$ cat config.mk
export PLATFORM = sky130hd
export DESIGN_NAME = reg_bus_arbiter_flat
export DESIGN_NICKNAME = d
export VERILOG_FILES = /design/src/rtl/reg_bus_arbiter_pkg.sv /design/src/rtl/reg_bus_arbiter_if.sv /design/src/rtl/reg_bus_arbiter_rr_pick.sv /design/src/rtl/reg_bus_arbiter.sv /design/src/flat_wrapper.sv
export SDC_FILE = /design/constraint.sdc
export NUM_CORES = 1
export LEC_CHECK = 0
export ABC_AREA = 1
export ABC_CLOCK_PERIOD_IN_PS = 1960
export BUFFER_PORTS_ARGS = -buffer_cell sky130_fd_sc_hd__buf_2
export CELL_PAD_IN_SITES_DETAIL_PLACEMENT = 1
export CELL_PAD_IN_SITES_GLOBAL_PLACEMENT = 1
export CORE_ASPECT_RATIO = 0.7
export CORE_UTILIZATION = 29
export DETAILED_ROUTE_END_ITERATION = 8
export PLACE_DENSITY_LB_ADDON = 0.1
export SLEW_MARGIN = 20
export SYNTH_ARGS = -nofsm -noshare
export SYNTH_HDL_FRONTEND = slang
export SYNTH_SLANG_ARGS = --single-unit
$ cat constraint.sdc
create_clock -name clock -period 1.96 [get_ports clock]
set_input_delay 0.392 -clock clock [delete_from_list [all_inputs] [get_ports clock]]
set_output_delay 0.392 -clock clock [all_outputs]
set_load 0.01 [all_outputs]
$ cat src/rtl/reg_bus_arbiter_pkg.sv
// Shared types and defaults for the register-bus arbiter slice.
package reg_bus_pkg;

  typedef enum logic [1:0] {
    IDLE  = 2'd0,
    ISSUE = 2'd1,
    RESP  = 2'd2
  } state_t;

  localparam int DEF_NUM_MASTERS = 4;
  localparam int DEF_ADDR_WIDTH  = 32;
  localparam int DEF_DATA_WIDTH  = 32;

  // Next round-robin position after idx, wrapping at n.
  function automatic int wrap_inc(input int idx, input int n);
    return (idx + 1 >= n) ? 0 : idx + 1;
  endfunction

endpackage

$ cat src/rtl/reg_bus_arbiter_if.sv
// Master-side requests plus downstream register bus, bundled for the arbiter.
// Optional m_lock member exists only when REG_BUS_ARB_LOCK_EN is defined.
interface reg_bus_arbiter_if
  import reg_bus_pkg::*;
#(
  parameter int NUM_MASTERS = DEF_NUM_MASTERS,
  parameter int ADDR_WIDTH  = DEF_ADDR_WIDTH,
  parameter int DATA_WIDTH  = DEF_DATA_WIDTH
);
  logic [NUM_MASTERS-1:0]            m_req;
  logic [NUM_MASTERS-1:0]            m_we;
  logic [NUM_MASTERS*ADDR_WIDTH-1:0] m_addr;
  logic [NUM_MASTERS*DATA_WIDTH-1:0] m_wdata;
  logic [NUM_MASTERS-1:0]            m_gnt;
  logic [NUM_MASTERS-1:0]            m_ack;
  logic [DATA_WIDTH-1:0]             m_rdata;
  logic [ADDR_WIDTH-1:0]             address;
  logic                              write_enable;
  logic [DATA_WIDTH-1:0]             write_data;
  logic                              read_enable;
  logic [DATA_WIDTH-1:0]             read_data;
`ifdef REG_BUS_ARB_LOCK_EN
  logic [NUM_MASTERS-1:0]            m_lock;

  modport slave (
    input  m_req, m_we, m_addr, m_wdata, m_lock, read_data,
    output m_gnt, m_ack, m_rdata, address, write_enable, write_data, read_enable
  );
  modport master (
    output m_req, m_we, m_addr, m_wdata, m_lock, read_data,
    input  m_gnt, m_ack, m_rdata, address, write_enable, write_data, read_enable
  );
`else
  modport slave (
    input  m_req, m_we, m_addr, m_wdata, read_data,
    output m_gnt, m_ack, m_rdata, address, write_enable, write_data, read_enable
  );
  modport master (
    output m_req, m_we, m_addr, m_wdata, read_data,
    input  m_gnt, m_ack, m_rdata, address, write_enable, write_data, read_enable
  );
`endif
endinterface

$ cat src/rtl/reg_bus_arbiter_rr_pick.sv
// Combinational round-robin picker: first requester at index >= ptr, wrapping.
module rr_pick #(
  parameter int NUM_MASTERS = 4,
  parameter int IDX_W       = 2
) (
  input  logic [NUM_MASTERS-1:0] req,
  input  logic [IDX_W-1:0]       ptr,
  output logic [NUM_MASTERS-1:0] onehot,
  output logic [IDX_W-1:0]       idx,
  output logic                   valid
);

  // Search upward from ptr first, then fall back to the lowest index below it.
  always_comb begin
    onehot = '0;
    idx    = '0;
    valid  = 1'b0;
    for (int i = 0; i < NUM_MASTERS; i++) begin
      if (!valid && req[i] && (IDX_W'(i) >= ptr)) begin
        valid     = 1'b1;
        onehot[i] = 1'b1;
        idx       = IDX_W'(i);
      end
    end
    for (int i = 0; i < NUM_MASTERS; i++) begin
      if (!valid && req[i]) begin
        valid     = 1'b1;
        onehot[i] = 1'b1;
        idx       = IDX_W'(i);
      end
    end
  end

endmodule

$ cat src/rtl/reg_bus_arbiter.sv
// Round-robin arbiter serialising masters onto one register bus as fixed
// 3-cycle transactions (arbitrate, issue, respond) with registered strobes.
// Optional grant locking is compiled in with REG_BUS_ARB_LOCK_EN.
module reg_bus_arbiter
  import reg_bus_pkg::*;
#(
  parameter int NUM_MASTERS = DEF_NUM_MASTERS,
  parameter int ADDR_WIDTH  = DEF_ADDR_WIDTH,
  parameter int DATA_WIDTH  = DEF_DATA_WIDTH
) (
  input logic              clock,
  input logic              reset,
  reg_bus_arbiter_if.slave bus
);

  localparam int IDX_W = (NUM_MASTERS > 1) ? $clog2(NUM_MASTERS) : 1;

  state_t                 state;
  logic [IDX_W-1:0]       ptr;
  logic [IDX_W-1:0]       win_idx;
  logic [NUM_MASTERS-1:0] pick_oh;
  logic [IDX_W-1:0]       pick_idx;
  logic                   pick_vld;
  logic [NUM_MASTERS-1:0] grant_oh;
  logic [IDX_W-1:0]       grant_idx;
  logic                   grant_vld;
  logic                   sel_we;
  logic [ADDR_WIDTH-1:0]  sel_addr;
  logic [DATA_WIDTH-1:0]  sel_wdata;
`ifdef REG_BUS_ARB_LOCK_EN
  logic                   locked;
`endif

  rr_pick #(
    .NUM_MASTERS(NUM_MASTERS),
    .IDX_W      (IDX_W)
  ) u_pick (
    .req   (bus.m_req),
    .ptr   (ptr),
    .onehot(pick_oh),
    .idx   (pick_idx),
    .valid (pick_vld)
  );

  // A locked winner still requesting bypasses arbitration; otherwise round-robin.
  always_comb begin
    grant_oh  = pick_oh;
    grant_idx = pick_idx;
    grant_vld = pick_vld;
`ifdef REG_BUS_ARB_LOCK_EN
    if (locked && bus.m_req[win_idx]) begin
      grant_oh  = NUM_MASTERS'(1) << win_idx;
      grant_idx = win_idx;
      grant_vld = 1'b1;
    end
`endif
  end

  // Mux the granted master's command fields.
  always_comb begin
    sel_we    = 1'b0;
    sel_addr  = '0;
    sel_wdata = '0;
    for (int i = 0; i < NUM_MASTERS; i++) begin
      if (grant_oh[i]) begin
        sel_we    = bus.m_we[i];
        sel_addr  = bus.m_addr[i*ADDR_WIDTH +: ADDR_WIDTH];
        sel_wdata = bus.m_wdata[i*DATA_WIDTH +: DATA_WIDTH];
      end
    end
  end

  // Transaction sequencer; every bus-facing output is a register.
  always_ff @(posedge clock or negedge reset) begin
    if (!reset) begin
      state            <= IDLE;
      ptr              <= '0;
      win_idx          <= '0;
      bus.m_gnt        <= '0;
      bus.m_ack        <= '0;
      bus.m_rdata      <= '0;
      bus.address      <= '0;
      bus.write_enable <= 1'b0;
      bus.write_data   <= '0;
      bus.read_enable  <= 1'b0;
`ifdef REG_BUS_ARB_LOCK_EN
      locked           <= 1'b0;
`endif
    end else begin
      case (state)
        IDLE: begin
`ifdef REG_BUS_ARB_LOCK_EN
          locked <= 1'b0;
`endif
          if (grant_vld) begin
            bus.m_gnt        <= grant_oh;
            win_idx          <= grant_idx;
            bus.address      <= sel_addr;
            bus.write_data   <= sel_wdata;
            bus.write_enable <= sel_we;
            bus.read_enable  <= !sel_we;
            state            <= ISSUE;
          end
        end
        ISSUE: begin
          bus.m_rdata      <= bus.write_enable ? '0 : bus.read_data;
          bus.m_ack        <= bus.m_gnt;
          bus.address      <= '0;
          bus.write_data   <= '0;
          bus.write_enable <= 1'b0;
          bus.read_enable  <= 1'b0;
          state            <= RESP;
        end
        RESP: begin
          bus.m_ack <= '0;
          bus.m_gnt <= '0;
`ifdef REG_BUS_ARB_LOCK_EN
          locked    <= bus.m_lock[win_idx];
          if (!bus.m_lock[win_idx])
            ptr <= IDX_W'(wrap_inc(int'(win_idx), NUM_MASTERS));
`else
          ptr       <= IDX_W'(wrap_inc(int'(win_idx), NUM_MASTERS));
`endif
          state     <= IDLE;
        end
        default: state <= IDLE;
      endcase
    end
  end

endmodule

$ cat src/flat_wrapper.sv
// flat-port wrapper written by rule: the top's interface ports become plain ports
module reg_bus_arbiter_flat import reg_bus_pkg::*;
#(
  parameter int NUM_MASTERS = DEF_NUM_MASTERS,
  parameter int ADDR_WIDTH  = DEF_ADDR_WIDTH,
  parameter int DATA_WIDTH  = DEF_DATA_WIDTH
)
  (clock, reset, bus_m_req, bus_m_we, bus_m_addr, bus_m_wdata, bus_read_data, bus_m_gnt, bus_m_ack, bus_m_rdata, bus_address, bus_write_enable, bus_write_data, bus_read_enable);
  reg_bus_arbiter_if #(.NUM_MASTERS(NUM_MASTERS), .ADDR_WIDTH(ADDR_WIDTH), .DATA_WIDTH(DATA_WIDTH)) bus_i ();
  input logic clock;
  input logic reset;
  input wire logic [$bits(bus_i.m_req)-1:0] bus_m_req;
  input wire logic [$bits(bus_i.m_we)-1:0] bus_m_we;
  input wire logic [$bits(bus_i.m_addr)-1:0] bus_m_addr;
  input wire logic [$bits(bus_i.m_wdata)-1:0] bus_m_wdata;
  input wire logic [$bits(bus_i.read_data)-1:0] bus_read_data;
  output wire logic [$bits(bus_i.m_gnt)-1:0] bus_m_gnt;
  output wire logic [$bits(bus_i.m_ack)-1:0] bus_m_ack;
  output wire logic [$bits(bus_i.m_rdata)-1:0] bus_m_rdata;
  output wire logic [$bits(bus_i.address)-1:0] bus_address;
  output wire logic [$bits(bus_i.write_enable)-1:0] bus_write_enable;
  output wire logic [$bits(bus_i.write_data)-1:0] bus_write_data;
  output wire logic [$bits(bus_i.read_enable)-1:0] bus_read_enable;
  assign bus_i.m_req = bus_m_req;
  assign bus_i.m_we = bus_m_we;
  assign bus_i.m_addr = bus_m_addr;
  assign bus_i.m_wdata = bus_m_wdata;
  assign bus_i.read_data = bus_read_data;
  assign bus_m_gnt = bus_i.m_gnt;
  assign bus_m_ack = bus_i.m_ack;
  assign bus_m_rdata = bus_i.m_rdata;
  assign bus_address = bus_i.address;
  assign bus_write_enable = bus_i.write_enable;
  assign bus_write_data = bus_i.write_data;
  assign bus_read_enable = bus_i.read_enable;
  reg_bus_arbiter #(.NUM_MASTERS(NUM_MASTERS), .ADDR_WIDTH(ADDR_WIDTH), .DATA_WIDTH(DATA_WIDTH)) u_core (.clock(clock), .reset(reset), .bus(bus_i));
endmodule
==> After elaboration in Yosys (flattened, before gate mapping) <==
Cells that the tools add are included.
{ "word_totals": {"register_bits": 112, "latchBits": 0, "ramBits": 0, "rom_bits": 0, "output_inout_bits": 106, "elab_cells": 94, "n_memories": 0} }
{ "classes": {"addsub": 1, "mul": 0, "n_div": 0, "magnitude_cmp": 5, "n_eq_ne": 3, "shifts": 0, "mux": 49, "bitwise_logic": 0, "reduce_logical": 26} }
{ "op_table": {"columns": ["operator", "count"], "rows": [
  ["2-to-1 mux 32 bit", 11],
  ["case mux 32 bit (2 select lines)", 2],
  ["2-to-1 mux 1 bit", 22],
  ["2-to-1 mux 2 bit", 8],
  ["case mux 4 bit (2 select lines)", 2],
  ["logical AND 1 bit", 11],
  ["zero test 1 bit", 8],
  ["AND reduction 2 bit", 3],
  ["nonzero test 2 bit", 3],
  ["greater-or-equal comparator 1 x 2 -> 1 bit (first input constant)", 2],
  ["greater-or-equal comparator 2 bit (first input constant)", 2],
  ["2-to-1 mux 4 bit", 1],
  ["case mux 1 bit (2 select lines)", 2],
  ["case mux 2 bit (2 select lines)", 1],
  ["adder 2 x 1 -> 3 bit (second input constant)", 1],
  ["greater-or-equal comparator 3 bit (second input constant)", 1],
  ["== test 2 x 1 -> 1 bit (second input constant)", 1],
  ["== test 2 bit (second input constant)", 1],
  ["zero test 2 bit", 1],
  ["!= test 2 x 1 -> 1 bit (second input constant)", 1]
]} }

==> Logic depth before layout (Yosys ltp) <==
{ "logic_depth": {"depth_word": 31, "depth_mapped": 13, "ltp_nobuf": 12} }

==> Modules after synthesis <==
A second synthesis with hierarchy kept.
{ "hier_totals": {"cells_unflattened": 1016, "area_unflattened_um2": 6836.6} }
{ "by_module_without_submodules": {"columns": ["mod", "instances", "cells_each", "area_per_inst_um2", "seq_area_each_um2"], "rows": [
  ["reg_bus_arbiter", 1, 987, 6690.2, 2802.7],
  ["rr_pick", 1, 29, 146.4, 0.0]
]} }

==> Least setup slack after synthesis <==
No wires, ideal clock.
{ "synth_timing": {"path_type": "reg2reg", "from": "reg u_core.state[1]", "to": "reg u_core.bus.read_enable", "arrival_time_ns": 1.542, "required_time_ns": 1.843, "path_slack_ns": 0.301, "stages_incl_launch_ff": 9, "n_path_buf": 3, "synth_period_minus_slack_ns": 1.659, "cell_sequence": "dfrtp_1 > inv_1 > ha_1 > buf_1 > nor2_1 > buf_2 > buf_2 > nand3_1 > nand2_1"} }
{ "synth_via": {"elab_chain_len": 3} }
{ "synth_lines": {"columns": ["item", "line_no", "source"], "rows": [
  ["from (decl)", "reg_bus_arbiter.sv:18", "state_t state;"],
  ["from (signal assigned)", "reg_bus_arbiter.sv:76", "state <= IDLE;"],
  ["from (signal assigned)", "reg_bus_arbiter.sv:102", "state <= ISSUE;"],
  ["from (signal assigned)", "reg_bus_arbiter.sv:112", "state <= RESP;"],
  ["== test 2 x 1 -> 1 bit / zero test 2 bit (equally long branches)", "reg_bus_arbiter.sv:90", "case (state)"],
  ["nonzero test 2 bit (no line) / != test 2 x 1 -> 1 bit (equally long branches)", null, null],
  ["AND reduction 2 bit (no line)", null, null],
  ["to (signal assigned)", "reg_bus_arbiter.sv:101", "bus.read_enable <= !sel_we;"],
  ["to (decl)", "reg_bus_arbiter_if.sv:36", "output m_gnt, m_ack, m_rdata, address, write_enable, write_data, read_enable"]
]} }
Several ways; a longest one is shown, not always the timed one.
A chain may end at the register's enable or synchronous reset.

==> Final worst setup path <==
{ "layout_timing": {"from": "reg u_core.ptr[0]", "to": "reg u_core.bus.address[26]"} }
{ "layout_via": {"elab_chain_len": 30} }
{ "layout_lines": {"columns": ["item", "line_no", "source"], "rows": [
  ["from (decl)", "reg_bus_arbiter.sv:19", "logic [IDX_W-1:0] ptr;"],
  ["from (signal assigned)", "reg_bus_arbiter.sv:122", "ptr <= IDX_W'(wrap_inc(int'(win_idx), NUM_MASTERS));"],
  ["greater-or-equal comparator 1 x 2 -> 1 bit", "reg_bus_arbiter_rr_pick.sv:19", "if (!valid && req[i] && (IDX_W'(i) >= ptr)) begin"],
  ["logical AND 1 bit", "reg_bus_arbiter_rr_pick.sv:19", null],
  ["2-to-1 mux 1 bit", "reg_bus_arbiter_rr_pick.sv:19", null],
  ["zero test 1 bit", "reg_bus_arbiter_rr_pick.sv:19", null],
  ["logical AND 1 bit (2 in series)", "reg_bus_arbiter_rr_pick.sv:19", null],
  ["2-to-1 mux 1 bit", "reg_bus_arbiter_rr_pick.sv:19", null],
  ["zero test 1 bit", "reg_bus_arbiter_rr_pick.sv:19", null],
  ["logical AND 1 bit (2 in series)", "reg_bus_arbiter_rr_pick.sv:19", null],
  ["[12 not listed]", null, null],
  ["logical AND 1 bit", "reg_bus_arbiter_rr_pick.sv:26", "if (!valid && req[i]) begin"],
  ["2-to-1 mux 1 bit", "reg_bus_arbiter_rr_pick.sv:26", null],
  ["zero test 1 bit", "reg_bus_arbiter_rr_pick.sv:26", null],
  ["logical AND 1 bit", "reg_bus_arbiter_rr_pick.sv:26", null],
  ["2-to-1 mux 1 bit", "reg_bus_arbiter_rr_pick.sv:26", null],
  ["2-to-1 mux 32 bit", "reg_bus_arbiter.sv:65", "if (grant_oh[i]) begin"],
  ["2-to-1 mux 32 bit", "reg_bus_arbiter.sv:95", "if (grant_vld) begin"],
  ["case mux 32 bit (2 select lines)", "reg_bus_arbiter.sv:90", null],
  ["to (signal assigned)", "reg_bus_arbiter.sv:98", "bus.address <= sel_addr;"],
  ["to (decl)", "reg_bus_arbiter_if.sv:36", null]
]} }
Several ways; a longest one is shown, not always the timed one. The select of a mux whose other input is x is not followed.

==> results.yml <==
yosys:
  syn-instance-count: 868
  synth_area_leader_cell: "dfrtp_1"
  avgSynthCellArea_um2: 7.30
  synth-simple-area-share_pct: 42.1
  syn_nets: 1171
  synth_compound_area_share_pct: 4.38
  synth_area_leaders: "dfrtp_1, nand2_1, nand3_1, nand4_1, or2_2"
  yosys.area_share.xor_xnor_pct: 0
  seq_area_frac_synth_pct: 44.2
  ys_seq_elements: 112
  yosys.area.top_type_share_pct: 44.2
  synth_top_family_by_area: "simple AND/OR/NAND/NOR gates"
  synth_mux_area_share_pct: 0
  synth.yosys.warnings: 0
  synthAdderAreaFrac_pct: 0.987
  yosysUniqueCellTypes: 26
  syn_area_um2: 6340
cells_and_area:
  final_cell_mix: "buf_2, nand2_1, dfrtp_1"
  syn_to_final_growth_pct: 43.5
  layout_commonest_cell: "buf_2"
  final-seq-area_um2: 2800
  nets: 1548
  fillCellCount: 2786
  drive_gt1_share_pct: 40.5
  multi_input_area_um2: 3040
clock_network:
  cts_root_buf: "clkbuf_16"
  clock_latency_ns: 0.36
  tritoncts: "built"
  cts_buffer_depth: 2
  cts_max_level: 3
  cts_buffers: 9
  cts_sinks: 112
  clk_pin_slew_ns: 0.08
  cts_hold_buffers: 0
die:
  fp-row-count: 44
  initial_core_util_pct: 30.0
  ios: 404
  coreArea_um2: 21100
  dieArea_um2: 22500
  dieHeight_um: 126
  die_x_um: 179
pwr:
  ir_worst_vdd_mv: 0.612
  leakagePower_nw: 5.00
  power_mw: 12.7
  powerDensity_nw_per_um2: 1390
timing:
  hold_violations: 0
  min_period_over_period_pct: 90.8
  worst_slew_pin_slew_ns: 0.663
  clock-skew-final_ns: 0.00781
  final.min_clock_period_ns: 1.78
  max_freq_mhz: 562
  slew_viol_final: 0
  setup_viol: 0
  max_slew_margin_pct: 55.8
  fin_ws_ns: 0.180
  setup_tns_ns: 0
global_routing:
  antenna_found_initial: 10
  first_global_vias: 7333
  grt_max_degree: 113
  grt_util_all_layers_pct: 23.0
  overflow: 0
  grt_pass1_wl_mm: 40.2
worst_setup_path:
  path_common_cell: "nand2_1"
  cp_cell_sequence: "nand2_1, nand2_2, nand2_1, nor2_4, nand4_2, nand2_2, inv_2, a21oi_4, buf_4, clkbuf_16, nand2_1, nand2_1"
  crit_type: "reg2reg"
  cp.required_ns: 2.26
  critPathBufInv: 3
  arrival_ns: 2.08
  max_stage_delay_ns: 0.37
  cp_slowest_cell: "dfrtp_1"
  critical_path.startpoint_type: "register"
  crit_fanout: 15
  cp-end-kind: "register"
  critPathTopFamily: "simple AND/OR/NAND/NOR gates"
drt:
  vias: 7168
  firstDrtPassIters: 4
  final_antenna_net_count: 0
  wl_met1_mm: 11.0
  dr_wl_met3_mm: 2.09
  top_layer: "met5"
  routed_wl_mm: 26.3
  wl_per_cell_um: 17.2
  met2WireLength_mm: 12.7
  drc: 0
  drtIter0Drc: 367
  vias_per_cell: 4.69
job:
  cap_violations: 0
place:
  dpl_worst_slack_ns: 0.0817
  numPortBuffers: 403
  dp_hpwl_mm: 19.6
  gp_congestion: 0.825
hold_path:
  worstHoldPathType: "in2async"
status:
  status: "completed"
==> cell usage after synthesis (all sizes together) <==
cell and n:
o22ai 7, a41oi 1, buf 37, nand4 65
dfrtp 112, or2 63, clkbuf 22, o31ai 1
a21oi 3, nor2 9, nand2 347, nand3 102
a31oi 1, o21ai 37, inv 56, ha 5
==> per-stage QoR <==
step | util [%] | cell area, um2 | std cells | hold WS [ns]
4_1_cts | 42.7 | 9010 | 1520 | 0.142
2_1_floorplan | - | 6340 | 868 | 0.0964
5_1_grt | 43.1 | 9090 | 1527 | 0.125
6_report | 43.1 | 9090 | 1529 | 0.0994
3_3_place_gp | 41.3 | 8700 | 1505 | 0.458
3_5_place_dp | 41.3 | 8700 | 1505 | 0.461
==> registers in the layout, summed over array words and instances (netlist names) <==
name                     count
u_core.state                 2
u_core.win_idx               2
u_core.bus.m_gnt             4
u_core.bus.address          32
u_core.bus.write_enable      1
u_core.bus.read_enable       1
u_core.bus.write_data       32
u_core.bus.m_ack             4
u_core.ptr                   2
u_core.bus.m_rdata          32
==> per-layer routing <==
| layer | up-vias | global-route usage [%] |
|---|---|---|
| met2 | 223 | 39.9 |
| met3 | 34 | 7.52 |
| met1 | 3341 | 27.4 |
| li1 | 3562 | - |
| met5 | - | 0 |
| met4 | 8 | 5.53 |
==> power by group <==
| group | total [mW] | switching [mW] | leakage, nW | internal [mW] |
|---|---|---|---|---|
| sequential | 3.73 | 0.474 | 1.45 | 3.25 |
| combinational | 7.01 | 4.30 | 3.40 | 2.71 |
| clock | 1.94 | 0.909 | 0.149 | 1.03 |
| total | 12.7 | 5.68 | 5.00 | 7.00 |
==> path summary, 6_finish.rpt <==
check / start / to / slack (ns) / cells after the start
max in group asynchronous: reset / u_core.bus.write_data[3] / 1.34 / 2
max: u_core.ptr[0] / u_core.bus.address[26] / 0.18 / 12
min in group clock: bus_read_data[10] / u_core.bus.m_rdata[10] / 0.27 / 3
min: reset / u_core.bus.write_data[29] / 0.1 / 2
min reg2reg: u_core.bus.address[15] / u_core.bus.address[15] / 0.48 / 2
max reg2reg: u_core.ptr[0] / u_core.bus.address[26] / 0.18 / 12
==> cell type report <==
cell class	count	share of cell area (%)
multi-input cells	641	33.4
well taps	276	3.80
clock buffers	10	2.63
inverters	56	2.31
diodes	4	0.110
repair buffers	425	26.2
flip-flops and latches	112	30.8
clock inverters	5	0.715
==> timing repair <==
item,CTS,global route
resized for setup,0,2
setup endpoints to repair,0,13
setup buffers,0,3
==> cells by family after synthesis <==
kind of cell             count (synthesis)
buffers and inverters                  115
AO/OA/AOI/OAI                           50
AND/OR/NAND/NOR                        586
adder cells (fa/ha/maj)                  5
flip-flops                             112
Power figures use the tool's default switching activity.
